==> config.mk <==
export PLATFORM = sky130hd
export DESIGN_NAME = hazard_stall_ctrl_flat
export DESIGN_NICKNAME = d
export VERILOG_FILES = /design/src/rtl/hazard_stall_ctrl_pkg.sv /design/src/rtl/hazard_stall_ctrl_if.sv /design/src/rtl/hazard_stall_ctrl_mem_wait_timer.sv /design/src/rtl/hazard_stall_ctrl.sv /design/src/flat_wrapper.sv
export SDC_FILE = /design/constraint.sdc
export NUM_CORES = 1
export LEC_CHECK = 0
export CORE_MARGIN = 8
export CORE_UTILIZATION = 41
export DETAILED_ROUTE_END_ITERATION = 8
export PLACE_DENSITY_LB_ADDON = 0.1
export SYNTH_ARGS = -nofsm -noshare
export SYNTH_HDL_FRONTEND = slang
export SYNTH_HIERARCHICAL = 1
export SYNTH_SLANG_ARGS = --single-unit
==> constraint.sdc <==
create_clock -name clk -period 1.8 [get_ports clk]
set_input_delay 0.36 -clock clk [delete_from_list [all_inputs] [get_ports clk]]
set_output_delay 0.36 -clock clk [all_outputs]
set_load 0.01 [all_outputs]
==> src/rtl/hazard_stall_ctrl_pkg.sv <==
// hazard_stall_ctrl_pkg: shared FSM encodings and constants for the stall controller
package hazard_stall_ctrl_pkg;
  typedef enum logic {S_IDLE = 1'b0, S_WAIT = 1'b1} mem_state_t;
  localparam int REG_ZERO = 0;
endpackage

==> src/rtl/hazard_stall_ctrl_if.sv <==
// hazard_stall_ctrl_if: pipeline-side hazard inputs and stall/freeze outputs
interface hazard_stall_ctrl_if
  import hazard_stall_ctrl_pkg::*;
#(
  parameter int REG_W = 5,
  parameter int CNT_W = 16
);
  logic [REG_W-1:0] src1_ID, src2_ID, dest_EXE, dest_MEM;
  logic two_src_ID, WB_EN_EXE, MEM_R_EN_EXE, WB_EN_MEM;
  logic MEM_R_EN_MEM, MEM_W_EN_MEM, forward_EN, mem_ready;
  logic stall_IF_ID, bubble_ID_EXE, freeze_all, mem_req, mem_timeout, mem_err;
  logic [CNT_W-1:0] stall_cycles;
  modport master (
    output src1_ID, src2_ID, two_src_ID, dest_EXE, WB_EN_EXE, MEM_R_EN_EXE,
    output dest_MEM, WB_EN_MEM, MEM_R_EN_MEM, MEM_W_EN_MEM, forward_EN, mem_ready,
    input  stall_IF_ID, bubble_ID_EXE, freeze_all, mem_req, mem_timeout, mem_err, stall_cycles
  );
  modport slave (
    input  src1_ID, src2_ID, two_src_ID, dest_EXE, WB_EN_EXE, MEM_R_EN_EXE,
    input  dest_MEM, WB_EN_MEM, MEM_R_EN_MEM, MEM_W_EN_MEM, forward_EN, mem_ready,
    output stall_IF_ID, bubble_ID_EXE, freeze_all, mem_req, mem_timeout, mem_err, stall_cycles
  );
endinterface

==> src/rtl/hazard_stall_ctrl_mem_wait_timer.sv <==
// mem_wait_timer: counts memory wait cycles, flags the timeout and keeps the error latch
module mem_wait_timer
  import hazard_stall_ctrl_pkg::*;
#(
  parameter int TIMEOUT = 64
) (
  input  logic clk,
  input  logic rst_n,
  input  logic i_start,
  input  logic i_active,
  input  logic i_done,
  output logic o_timeout_hit,
  output logic o_mem_timeout,
  output logic o_mem_err
);
  localparam int CW = $clog2(TIMEOUT);
  logic [CW-1:0] r_wait_cnt;
  logic r_mem_timeout, r_mem_err;
  logic w_abort;
  assign o_timeout_hit = i_active && r_wait_cnt == CW'(TIMEOUT - 1);
  assign w_abort       = o_timeout_hit && !i_done;
  assign o_mem_timeout = r_mem_timeout;
  assign o_mem_err     = r_mem_err;
  // wait counter restarts at 1 on a new stalled access and clears whenever the access ends
  always_ff @(posedge clk or negedge rst_n) begin
    if (!rst_n) begin
      r_wait_cnt    <= '0;
      r_mem_timeout <= 1'b0;
      r_mem_err     <= 1'b0;
    end else begin
      r_wait_cnt    <= i_start ? CW'(1) : (i_active && !i_done && !o_timeout_hit) ? r_wait_cnt + 1'b1 : '0;
      r_mem_timeout <= w_abort;
      r_mem_err     <= r_mem_err || w_abort;
    end
  end
endmodule

==> src/rtl/hazard_stall_ctrl.sv <==
// hazard_stall_ctrl: load-use/no-forward bubbles, memory-wait freeze with timeout, stall statistic
module hazard_stall_ctrl
  import hazard_stall_ctrl_pkg::*;
#(
  parameter int REG_W   = 5,
  parameter int TIMEOUT = 64,
  parameter int CNT_W   = 16
) (
  input logic clk,
  input logic rst_n,
  hazard_stall_ctrl_if.slave bus
);
  mem_state_t r_state, w_next;
  logic [CNT_W-1:0] r_stall_cycles;
  logic w_acc, w_idle, w_start, w_timeout_hit, w_mem_timeout, w_mem_err;
  logic w_hit_exe, w_hit_mem, w_haz, w_freeze, w_stall;
  function automatic logic hit(input logic [REG_W-1:0] d, s1, s2, input logic two);
    return d != REG_W'(REG_ZERO) && (s1 == d || (two && s2 == d));
  endfunction
  assign w_acc     = bus.MEM_R_EN_MEM || bus.MEM_W_EN_MEM;
  assign w_idle    = r_state == S_IDLE;
  assign w_start   = w_idle && w_acc && !bus.mem_ready;
  assign w_hit_exe = hit(bus.dest_EXE, bus.src1_ID, bus.src2_ID, bus.two_src_ID);
  assign w_hit_mem = hit(bus.dest_MEM, bus.src1_ID, bus.src2_ID, bus.two_src_ID);
  mem_wait_timer #(.TIMEOUT(TIMEOUT)) u_timer (
    .clk           (clk),
    .rst_n         (rst_n),
    .i_start       (w_start),
    .i_active      (!w_idle),
    .i_done        (bus.mem_ready),
    .o_timeout_hit (w_timeout_hit),
    .o_mem_timeout (w_mem_timeout),
    .o_mem_err     (w_mem_err)
  );
  // memory access state register
  always_ff @(posedge clk or negedge rst_n) begin
    if (!rst_n) r_state <= S_IDLE;
    else r_state <= w_next;
  end
  // next state, hazard detection and freeze-over-bubble priority; everything held low in reset
  always_comb begin
    w_next   = w_idle ? (w_start ? S_WAIT : S_IDLE) : ((bus.mem_ready || w_timeout_hit) ? S_IDLE : S_WAIT);
    w_haz    = rst_n && (bus.forward_EN ? (bus.WB_EN_EXE && bus.MEM_R_EN_EXE && w_hit_exe)
                                        : ((bus.WB_EN_EXE && w_hit_exe) || (bus.WB_EN_MEM && w_hit_mem)));
    w_freeze = rst_n && (w_idle ? w_start : (!bus.mem_ready && !w_timeout_hit));
    w_stall  = w_haz && !w_freeze;
  end
  // saturating count of cycles lost to freezes or bubbles
  always_ff @(posedge clk or negedge rst_n) begin
    if (!rst_n) r_stall_cycles <= '0;
    else if ((w_freeze || w_stall) && r_stall_cycles != {CNT_W{1'b1}}) r_stall_cycles <= r_stall_cycles + 1'b1;
  end
  assign bus.stall_IF_ID   = w_stall;
  assign bus.bubble_ID_EXE = w_stall;
  assign bus.freeze_all    = w_freeze;
  assign bus.mem_req       = rst_n && (w_idle ? w_acc : 1'b1);
  assign bus.mem_timeout   = w_mem_timeout;
  assign bus.mem_err       = w_mem_err;
  assign bus.stall_cycles  = r_stall_cycles;
endmodule

==> src/flat_wrapper.sv <==
// flat-port wrapper written by rule: the top's interface ports become plain ports
module hazard_stall_ctrl_flat import hazard_stall_ctrl_pkg::*;
#(
  parameter int REG_W   = 5,
  parameter int TIMEOUT = 64,
  parameter int CNT_W   = 16
)
  (clk, rst_n, bus_src1_ID, bus_src2_ID, bus_two_src_ID, bus_dest_EXE, bus_WB_EN_EXE, bus_MEM_R_EN_EXE, bus_dest_MEM, bus_WB_EN_MEM, bus_MEM_R_EN_MEM, bus_MEM_W_EN_MEM, bus_forward_EN, bus_mem_ready, bus_stall_IF_ID, bus_bubble_ID_EXE, bus_freeze_all, bus_mem_req, bus_mem_timeout, bus_mem_err, bus_stall_cycles);
  hazard_stall_ctrl_if #(.REG_W(REG_W), .CNT_W(CNT_W)) bus_i ();
  input logic clk;
  input logic rst_n;
  input wire logic [$bits(bus_i.src1_ID)-1:0] bus_src1_ID;
  input wire logic [$bits(bus_i.src2_ID)-1:0] bus_src2_ID;
  input wire logic [$bits(bus_i.two_src_ID)-1:0] bus_two_src_ID;
  input wire logic [$bits(bus_i.dest_EXE)-1:0] bus_dest_EXE;
  input wire logic [$bits(bus_i.WB_EN_EXE)-1:0] bus_WB_EN_EXE;
  input wire logic [$bits(bus_i.MEM_R_EN_EXE)-1:0] bus_MEM_R_EN_EXE;
  input wire logic [$bits(bus_i.dest_MEM)-1:0] bus_dest_MEM;
  input wire logic [$bits(bus_i.WB_EN_MEM)-1:0] bus_WB_EN_MEM;
  input wire logic [$bits(bus_i.MEM_R_EN_MEM)-1:0] bus_MEM_R_EN_MEM;
  input wire logic [$bits(bus_i.MEM_W_EN_MEM)-1:0] bus_MEM_W_EN_MEM;
  input wire logic [$bits(bus_i.forward_EN)-1:0] bus_forward_EN;
  input wire logic [$bits(bus_i.mem_ready)-1:0] bus_mem_ready;
  output wire logic [$bits(bus_i.stall_IF_ID)-1:0] bus_stall_IF_ID;
  output wire logic [$bits(bus_i.bubble_ID_EXE)-1:0] bus_bubble_ID_EXE;
  output wire logic [$bits(bus_i.freeze_all)-1:0] bus_freeze_all;
  output wire logic [$bits(bus_i.mem_req)-1:0] bus_mem_req;
  output wire logic [$bits(bus_i.mem_timeout)-1:0] bus_mem_timeout;
  output wire logic [$bits(bus_i.mem_err)-1:0] bus_mem_err;
  output wire logic [$bits(bus_i.stall_cycles)-1:0] bus_stall_cycles;
  assign bus_i.src1_ID = bus_src1_ID;
  assign bus_i.src2_ID = bus_src2_ID;
  assign bus_i.two_src_ID = bus_two_src_ID;
  assign bus_i.dest_EXE = bus_dest_EXE;
  assign bus_i.WB_EN_EXE = bus_WB_EN_EXE;
  assign bus_i.MEM_R_EN_EXE = bus_MEM_R_EN_EXE;
  assign bus_i.dest_MEM = bus_dest_MEM;
  assign bus_i.WB_EN_MEM = bus_WB_EN_MEM;
  assign bus_i.MEM_R_EN_MEM = bus_MEM_R_EN_MEM;
  assign bus_i.MEM_W_EN_MEM = bus_MEM_W_EN_MEM;
  assign bus_i.forward_EN = bus_forward_EN;
  assign bus_i.mem_ready = bus_mem_ready;
  assign bus_stall_IF_ID = bus_i.stall_IF_ID;
  assign bus_bubble_ID_EXE = bus_i.bubble_ID_EXE;
  assign bus_freeze_all = bus_i.freeze_all;
  assign bus_mem_req = bus_i.mem_req;
  assign bus_mem_timeout = bus_i.mem_timeout;
  assign bus_mem_err = bus_i.mem_err;
  assign bus_stall_cycles = bus_i.stall_cycles;
  hazard_stall_ctrl #(.REG_W(REG_W), .TIMEOUT(TIMEOUT), .CNT_W(CNT_W)) u_core (.clk(clk), .rst_n(rst_n), .bus(bus_i));
endmodule
==> results of run 1 <==
## synthesized netlist by cell type (3+ instances only)
cell | n | area [um2]
nand2_1 | 10 | 37.5
and3_1 | 4 | 25.0
nor3_1 | 8 | 40.0
nand3_1 | 5 | 25.0
nand4_1 | 6 | 37.5
xor2_1 | 34 | 298
nor4_2 | 5 | 62.6
mux2_1 | 3 | 33.8
nor2_1 | 10 | 37.5
dfrtp_1 | 25 | 626
or3_1 | 4 | 25.0
inv_1 | 4 | 15.0
nor3b_1 | 3 | 22.5
## through the flow
step | TNS [ps] | hold WS (ps) | utilization | instance area [um2] | cells
floorplan | -466 | 64.4 | - | 1630 | 152
global placement | -13030 | 465 | 0.678 | 2460 | 288
detailed placement | -14130 | 480 | 0.678 | 2460 | 288
CTS | -1840 | 495 | 0.734 | 2670 | 300
global route | -4820 | 534 | 0.759 | 2760 | 305
finish | -2460 | 507 | 0.759 | 2760 | 305
## final cells by class
type / instances / area [um2] / area share
Clock inverter: 1 / 7.51 / 0.00272
Inverter: 4 / 15.0 / 0.00544
Multi-Input combinational cell: 121 / 1120 / 0.407
Tap cell: 48 / 60.1 / 0.0218
Timing Repair Buffer: 103 / 887 / 0.322
Sequential cell: 25 / 626 / 0.227
Clock buffer: 3 / 41.3 / 0.0150
## cell families after synthesis
| group | count (synthesis) | synth area share |
|---|---|---|
| xor gates and xnor gates | 36 | 0.204 |
| buffers and inverters | 7 | 0.0251 |
| DFF | 25 | 0.405 |
| muxes | 3 | 0.0219 |
| adders and majority gates | 2 | 0.0162 |
| and+or+nand+nor | 67 | 0.266 |
| AOI/OAI and AO/OA | 12 | 0.0616 |
## registers in the layout, summed over array words and instances (netlist names)
register and flops:
u_core/u_timer/o_mem_err 1, u_core/u_timer/o_mem_timeout 1, u_core/bus.stall_cycles 16, u_core/r_state 1
u_core/u_timer/r_wait_cnt 6
## final timing paths
check                                                  start                           to  slack (ps)  depth (start not counted)
worst min-delay path                u_core/u_timer/o_mem_err     u_core/u_timer/o_mem_err         510                          1
worst max-delay path            u_core/u_timer/r_wait_cnt[1]               bus_freeze_all        -220                          8
worst max register to register  u_core/u_timer/r_wait_cnt[1]  u_core/bus.stall_cycles[13]        -180                         11
worst min register to register      u_core/u_timer/o_mem_err     u_core/u_timer/o_mem_err         510                          1
max in group asynchronous                              rst_n  u_core/bus.stall_cycles[13]        1100                          3
min in group asynchronous                              rst_n  u_core/bus.stall_cycles[12]         540                          3
## layer usage
metal,wire (um),GRT usage,part of all wire
met5,0,0,0
met4,65,0.0509,0.013
met1,2020,0.177,0.41
met3,238,0.0403,0.049
met2,2580,0.288,0.53
## repair_timing
item                                    CTS  global route
pin swaps                                33            19
endpoints found under the setup margin   20            20
gates cloned                              1             0
gates resized for setup                  95            21
setup buffers                             9             5
## placed cells by master, fill, tap and decap left out, types with 3 or more instances in the layout
| cell type | Yosys | layout |
|---|---|---|
| dlygate4sd2_1 | 0 | 5 |
| inv_1 | 4 | 3 |
| nor4_4 | 1 | 6 |
| nand4_1 | 6 | 6 |
| dfrtp_1 | 25 | 25 |
| buf_2 | 1 | 5 |
| nor3_4 | 0 | 4 |
| xor2_1 | 34 | 33 |
| nor2_1 | 10 | 7 |
| nand2_1 | 10 | 8 |
| nand3_1 | 5 | 5 |
| clkdlybuf4s50_1 | 0 | 26 |
| or3_1 | 4 | 3 |
| clkdlybuf4s15_2 | 0 | 3 |
| buf_6 | 1 | 11 |
| clkbuf_8 | 0 | 3 |
| clkbuf_2 | 0 | 3 |
| buf_4 | 1 | 47 |
## power breakdown
group | internal (W) | switching, W | total [W]
combinational | 0.000366 | 0.000299 | 0.000664
sequential | 0.000628 | 0.0000831 | 0.000711
clock | 0.000157 | 0.000196 | 0.000353
==> results.py, run 1 <==
metrics = {
    "detailed_routing": {
        "vias": 1541,
        "wl_mm": 4.91,
        "dr.pass1.iters": 4,
        "viasPerCell": 5.05,
        "wl_per_cell_um": 16.1,
        "drt_iter0_drc": 123,
        "drc": 0,
        "final_antenna_net_count": 0,
    },
    "synthesis": {
        "ys_ff_latch": 25,
        "synth-edff-count": 0,
        "yosysWarnings": 6,
        "synthFlopType": "dfrtp_1",
        "async_flop_share": 1.00,
        "synthCells": 152,
        "synthesis.nets": 184,
        "ys_seq_area_frac": 0.405,
        "synth_area_mm2": 0.00155,
        "ys_types": 36,
        "synth.avg_cell_area_um2": 10.2,
    },
    "timing": {
        "max_freq_mhz": 495,
        "finalSetupViolations": 20,
        "tightest_slew_ps": 331,
        "slew-limit-headroom": 0.777,
        "setup_slack_ps": -222,
        "rsz0062_at_grt": "true",
        "hold_viol_final": 0,
        "finalClockSkew_ps": 6.37,
        "finalCriticalPeriod_ps": 2020,
        "maxSlewViolCount": 0,
        "fin_crit_sh": 1.12,
    },
    "layout": {
        "syn_to_final_growth_pct": 78.5,
        "diodes": 0,
        "drive_gt1_frac": 0.432,
        "fill_cells": 283,
        "nets": 290,
    },
    "hold_path": {
        "min-delay-path-class": "reg -> reg",
    },
    "critical_path": {
        "critical_path.cell_chain": "ha_4, nand2_4, or2_4, inv_2, a21oi_2, buf_4, and3_4, buf_6",
        "required_ps": 1440,
        "crit_slowest_cell": "dfrtp_1",
        "crit_family": "flip-flops",
        "critPathCaptureType": "output pin",
        "critical_path_arrival_ps": 1660,
        "crit_buf_inv": 3,
        "cp_slowest_stage_delay_ps": 420,
        "crit_type": "reg -> out",
        "critPathLaunchType": "flip-flop",
        "cp_max_fo": 2,
    },
    "power": {
        "irDropWorstVdd_v": 0.000345,
        "powerDensity_mw_per_mm2": 626,
        "p_leak_nw": 1.30,
        "total_power_w": 0.00173,
    },
    "global_routing": {
        "globalRoute.totalOverflow": 0,
        "antenna_found_initial": 0,
        "grt_pass1_wl_mm": 7.90,
        "grt_pass1_vias": 1688,
        "track_usage": 0.159,
        "grt_start_max_net_pins": 16,
    },
    "clock_network": {
        "cts_buffers": 3,
        "clock_path_buffers": 2,
        "clock_latency_ps": 280,
        "tritoncts": "built",
        "cts_hold_buffers": 0,
        "cts_max_level": 1,
        "root_buffer": "clkbuf_8",
        "cts_num_sinks": 25,
        "cts.clk_slew.worst_paths_ps": 100,
    },
    "die": {
        "die-area_mm2": 0.00599,
        "dieHeight_um": 77.4,
        "start_util": 0.425,
        "io_pins": 52,
        "die_w_um": 77.4,
        "rows": 22,
        "core_area_mm2": 0.00363,
    },
    "placed_design": {
        "dp_hpwl_mm": 3.55,
        "place_ws_ps": -932,
        "io_buffers": 51,
        "gp_congestion": 0.880,
    },
    "run_status": {
        "violations": "negative setup slack",
        "status": "complete, but fails checks",
    },
    "run": {
        "cap_violations": 0,
    },
}
(Power assumes the default switching activity.)
==> run 2, diff against run 1 <==
- CELL_PAD_IN_SITES_DETAIL_PLACEMENT: not set -> 1
- CELL_PAD_IN_SITES_GLOBAL_PLACEMENT: not set -> 2
- CORE_UTILIZATION: 41 -> 24
==> results.py, run 2 (synthesis results as in run 1) <==
metrics = {
    "timing": {
        "finalClockSkew_ps": 11.3,
        "finalCriticalPeriod_ps": 2080,
        "setup_slack_ps": -275,
        "max_freq_mhz": 482,
        "hold_viol_final": 0,
        "slew-limit-headroom": 0.750,
        "fin_crit_sh": 1.15,
        "maxSlewViolCount": 0,
        "rsz0062_at_grt": "true",
        "finalSetupViolations": 20,
        "tightest_slew_ps": 374,
    },
    "layout": {
        "fill_cells": 711,
        "syn_to_final_growth_pct": 86.8,
        "final_common_cell": "buf_4",
        "diodes": 0,
        "largest_reg_flops": 16,
        "postLayoutCoreUtil": 0.460,
        "nets": 295,
        "final_cell_mix": "buf_4, xor2_1, clkdlybuf4s50_1, dfrtp_1, buf_6",
        "drive_gt1_frac": 0.447,
    },
    "clock_network": {
        "cts_num_sinks": 25,
        "clock_path_buffers": 2,
        "clock_latency_ps": 280,
        "cts.clk_slew.worst_paths_ps": 110,
        "cts_hold_buffers": 0,
        "cts_max_level": 1,
        "root_buffer": "clkbuf_8",
        "cts_buffers": 3,
        "tritoncts": "built",
    },
    "placed_design": {
        "io_buffers": 51,
        "place_ws_ps": -1000,
        "gp_congestion": 0.777,
        "dp_hpwl_mm": 4.16,
    },
    "die": {
        "die-area_mm2": 0.00926,
        "die_w_um": 96.2,
        "dieHeight_um": 96.2,
        "core_area_mm2": 0.00628,
        "start_util": 0.246,
        "io_pins": 52,
        "rows": 29,
    },
    "power": {
        "total_power_w": 0.00177,
        "p_leak_nw": 1.35,
        "irDropWorstVdd_v": 0.000399,
        "powerDensity_mw_per_mm2": 612,
    },
    "run_status": {
        "status": "complete, but fails checks",
        "violations": "negative setup slack",
    },
    "critical_path": {
        "startpoint": "bus_dest_MEM[4]",
        "crit_end": "bus_bubble_ID_EXE",
        "r2r_start": "u_core/u_timer/r_wait_cnt[1]",
        "cp_max_fo": 3,
        "worstRegToRegCells": 11,
        "rrSetupSlack_ps": -220,
        "reg2reg_to": "u_core/bus.stall_cycles[15]",
        "required_ps": 1440,
        "critPathLaunchType": "input port",
        "critical_path_arrival_ps": 1720,
        "critPathCaptureType": "output pin",
        "crit_type": "in -> out",
    },
    "detailed_routing": {
        "wl_per_cell_um": 15.7,
        "final_antenna_net_count": 0,
        "wl_mm": 5.32,
        "drt_iter0_drc": 71,
        "dr.pass1.iters": 4,
        "maxUsedRoutingLayer": "met4",
        "wl_met2_mm": 2.82,
        "wl_met3_um": 303,
        "wl_met1_mm": 2.18,
        "vias": 1570,
        "drc": 0,
        "viasPerCell": 4.63,
    },
    "global_routing": {
        "antenna_found_initial": 0,
        "grt_start_max_net_pins": 17,
        "globalRoute.totalOverflow": 0,
        "grt_pass1_vias": 1790,
        "grt_pass1_wl_mm": 8.47,
        "track_usage": 0.115,
    },
    "hold_path": {
        "min-delay-path-class": "reg -> reg",
    },
    "run": {
        "cap_violations": 0,
    },
}
run 2: metrics by stage:
stage | setup TNS (ps) | instances | cell area, um2 | hold slack [ps]
after detailed placement | -15390 | 319 | 2540 | 497
after global placement | -14780 | 319 | 2540 | 473
after global routing | -5570 | 339 | 2890 | 541
final | -3740 | 339 | 2890 | 513
after CTS | -3640 | 328 | 2750 | 523
after floorplan | -466 | 152 | 1630 | 64.4
run 2: report_power, final:
part / switching, W / internal [W]
Combinational: 0.000301 / 0.000398
Clock: 0.000207 / 0.000163
Sequential: 0.0000696 / 0.000628
Total: 0.000578 / 0.00119
run 2: critical path, stage by stage:
cell and delay, ps:
buf_8 100, or4_4 520, o211ai_1 270, o22ai_1 130
and3_4 210, buf_6 120
run 2: how the worst min path moves through the flow:
stage	slack, ps	to	startpoint	cells past startpoint
5_1_grt	540	u_core/bus.stall_cycles[14]	rst_n	3
3_3_place_gp	470	u_core/u_timer/o_mem_err	u_core/u_timer/o_mem_err	1
3_5_place_dp	500	u_core/u_timer/o_mem_err	u_core/u_timer/o_mem_err	1
6_report	510	u_core/bus.stall_cycles[6]	u_core/bus.stall_cycles[6]	1
2_1_floorplan	60	u_core/bus.stall_cycles[0]	rst_n	0
4_1_cts	520	u_core/bus.stall_cycles[14]	rst_n	3
run 2: layout make-up:
| type | count | area (um2) | share of cell area |
|---|---|---|---|
| Sequential cell | 25 | 626 | 0.217 |
| Timing Repair Buffer | 109 | 988 | 0.342 |
| Inverter | 4 | 15.0 | 0.00520 |
| Clock inverter | 1 | 8.76 | 0.00303 |
| Multi-Input combinational cell | 120 | 1110 | 0.385 |
| Clock buffer | 3 | 41.3 | 0.0143 |
| Tap cell | 77 | 96.3 | 0.0334 |
run 2: per-layer routing:
metal / GRT usage / vias up
li1: - / 757
met1: 0.134 / 780
met2: 0.203 / 31
met3: 0.0343 / 2
met4: 0.0269 / 0
met5: 0 / -
run 2: repair_timing:
action,in CTS,in global routing
setup buffers,7,12
setup endpoints to repair,20,20
pin swaps,31,19
gates resized for setup,122,14
==> run 3, diff against run 2 <==
- clock period: 1.8 -> 1.65 ns (I/O delays scaled with it)
==> results.py, run 3 (synthesis results as in run 1) <==
metrics = {
    "timing": {
        "rsz0062_at_grt": "true",
        "fin_setup_tns_ps": -6110,
        "fin_crit_sh": 1.24,
        "finalClockSkew_ps": 15.7,
        "max_freq_mhz": 489,
        "maxSlewViolCount": 0,
        "finalSetupViolations": 19,
        "hold_viol_final": 0,
        "setup_slack_ps": -394,
        "tightest_slew_ps": 333,
        "slew-limit-headroom": 0.776,
        "finalCriticalPeriod_ps": 2040,
    },
    "detailed_routing": {
        "drc": 0,
        "vias": 1612,
        "viasPerCell": 4.61,
        "final_antenna_net_count": 0,
        "drt_iter0_drc": 14,
        "wl_per_cell_um": 15.7,
        "dr.pass1.iters": 4,
        "wl_mm": 5.49,
    },
    "hold_path": {
        "hp-start": "u_core/u_timer/o_mem_err",
        "min-delay-path-class": "reg -> reg",
        "whs_path_depth": 1,
        "hold_end": "u_core/u_timer/o_mem_err",
    },
    "clock_network": {
        "cts_max_level": 1,
        "cts.clk_slew.worst_paths_ps": 80,
        "cts_buffers": 3,
        "root_buffer": "clkbuf_8",
        "clock_latency_ps": 280,
        "cts_num_sinks": 25,
        "cts_hold_buffers": 0,
        "clock_path_buffers": 2,
        "tritoncts": "built",
    },
    "global_routing": {
        "use_met1": 0.134,
        "grtUsageMet3": 0.0257,
        "grt_start_max_net_pins": 14,
        "antenna_found_initial": 0,
        "track_usage": 0.122,
        "grt_pass1_vias": 1883,
        "globalRouteMet2Util": 0.232,
        "grt-busiest-layer": "met2",
        "globalRoute.totalOverflow": 0,
        "grt_pass1_wl_mm": 8.90,
    },
    "layout": {
        "final_common_cell": "buf_4",
        "drive_gt1_frac": 0.436,
        "instances_no_fill": 350,
        "syn_to_final_growth_pct": 86.7,
        "postLayoutCoreUtil": 0.460,
        "largest_reg_flops": 16,
        "nets": 306,
        "diodes": 0,
        "final_cell_mix": "buf_4, xor2_1, dfrtp_1",
    },
    "die": {
        "core_area_mm2": 0.00628,
        "start_util": 0.246,
        "rows": 29,
        "dieHeight_um": 96.2,
        "die-area_mm2": 0.00926,
        "die_w_um": 96.2,
        "io_pins": 52,
    },
    "power": {
        "p_leak_nw": 1.45,
        "powerDensity_mw_per_mm2": 671,
        "irDropWorstVdd_v": 0.000410,
    },
    "critical_path": {
        "critPathCaptureType": "output pin",
        "critPathLaunchType": "flip-flop",
        "worstRegToRegCells": 12,
        "reg2reg_to": "u_core/bus.stall_cycles[10]",
        "critical_path_arrival_ps": 1710,
        "rrSetupSlack_ps": -340,
        "crit_type": "reg -> out",
        "cp_max_fo": 2,
        "r2r_start": "u_core/u_timer/r_wait_cnt[1]",
        "required_ps": 1320,
    },
    "placed_design": {
        "io_buffers": 51,
        "place_ws_ps": -1090,
        "dp_hpwl_mm": 4.43,
        "gp_congestion": 0.929,
        "dpl.cell_count": 331,
    },
    "run_status": {
        "status": "complete, but fails checks",
        "violations": "negative setup slack",
    },
    "run": {
        "cap_violations": 0,
    },
}
[run 3: worst max path at each step]
stage / start / end / slack (ps) / cells after the start
finish: u_core/u_timer/r_wait_cnt[1] / bus_stall_IF_ID / -390 / 9
global route: u_core/u_timer/r_wait_cnt[1] / bus_stall_IF_ID / -520 / 9
CTS: u_core/u_timer/r_wait_cnt[0] / u_core/bus.stall_cycles[10] / -400 / 12
detailed placement: bus_dest_EXE[2] / bus_stall_IF_ID / -1090 / 7
global placement: bus_dest_EXE[2] / bus_bubble_ID_EXE / -1010 / 7
floorplan: bus_dest_MEM[1] / u_core/bus.stall_cycles[1] / -160 / 5
[run 3: final cells by class]
| class | instances | area (um2) |
|---|---|---|
| clock buffer | 4 | 45.0 |
| sequential | 25 | 627 |
| multi-input combinational | 120 | 1080 |
| tap | 77 | 96.3 |
| timing repair buffer | 120 | 1030 |
| fill | 706 | 3390 |
| inverter | 4 | 15.0 |
[run 3: layer usage]
layer | vias to the layer above | share of wire
met4 | 0 | 0.0073
li1 | 784 | -
met5 | - | 0
met1 | 791 | 0.41
met2 | 33 | 0.55
met3 | 4 | 0.036
[run 3: timing repair]
action,in CTS,in global routing
pin swaps,37,24
setup endpoints to repair,28,24
gates resized for setup,116,13
hold endpoints to repair,0,0
setup buffers,11,5
gates cloned,0,0
[run 3: per-stage QoR]
| stage | area (um2) | total power (W) | hold slack, ps |
|---|---|---|---|
| final | 2890 | 0.00194 | 500 |
| after global routing | 2890 | 0.00206 | 526 |
| after CTS | 2810 | 0.00195 | 512 |
| after detailed placement | 2610 | 0.00151 | 486 |
| after global placement | 2610 | 0.00148 | 474 |
| after floorplan | 1640 | 0.00101 | 34.4 |
[run 3: worst max-delay path, cell delays in order, from the launching register on]
cell	delay [ps]
dfrtp_1	390
ha_2	200
nand2_2	60
or2_1	120
inv_1	50
a21oi_2	140
nand2_1	90
buf_4	140
and3_4	160
buf_6	120
[run 3: where the power goes]
part	internal (W)	switching [W]
Combinational	0.000458	0.000374
Sequential	0.000685	0.0000475
Clock	0.000173	0.000199
Total	0.00132	0.000621
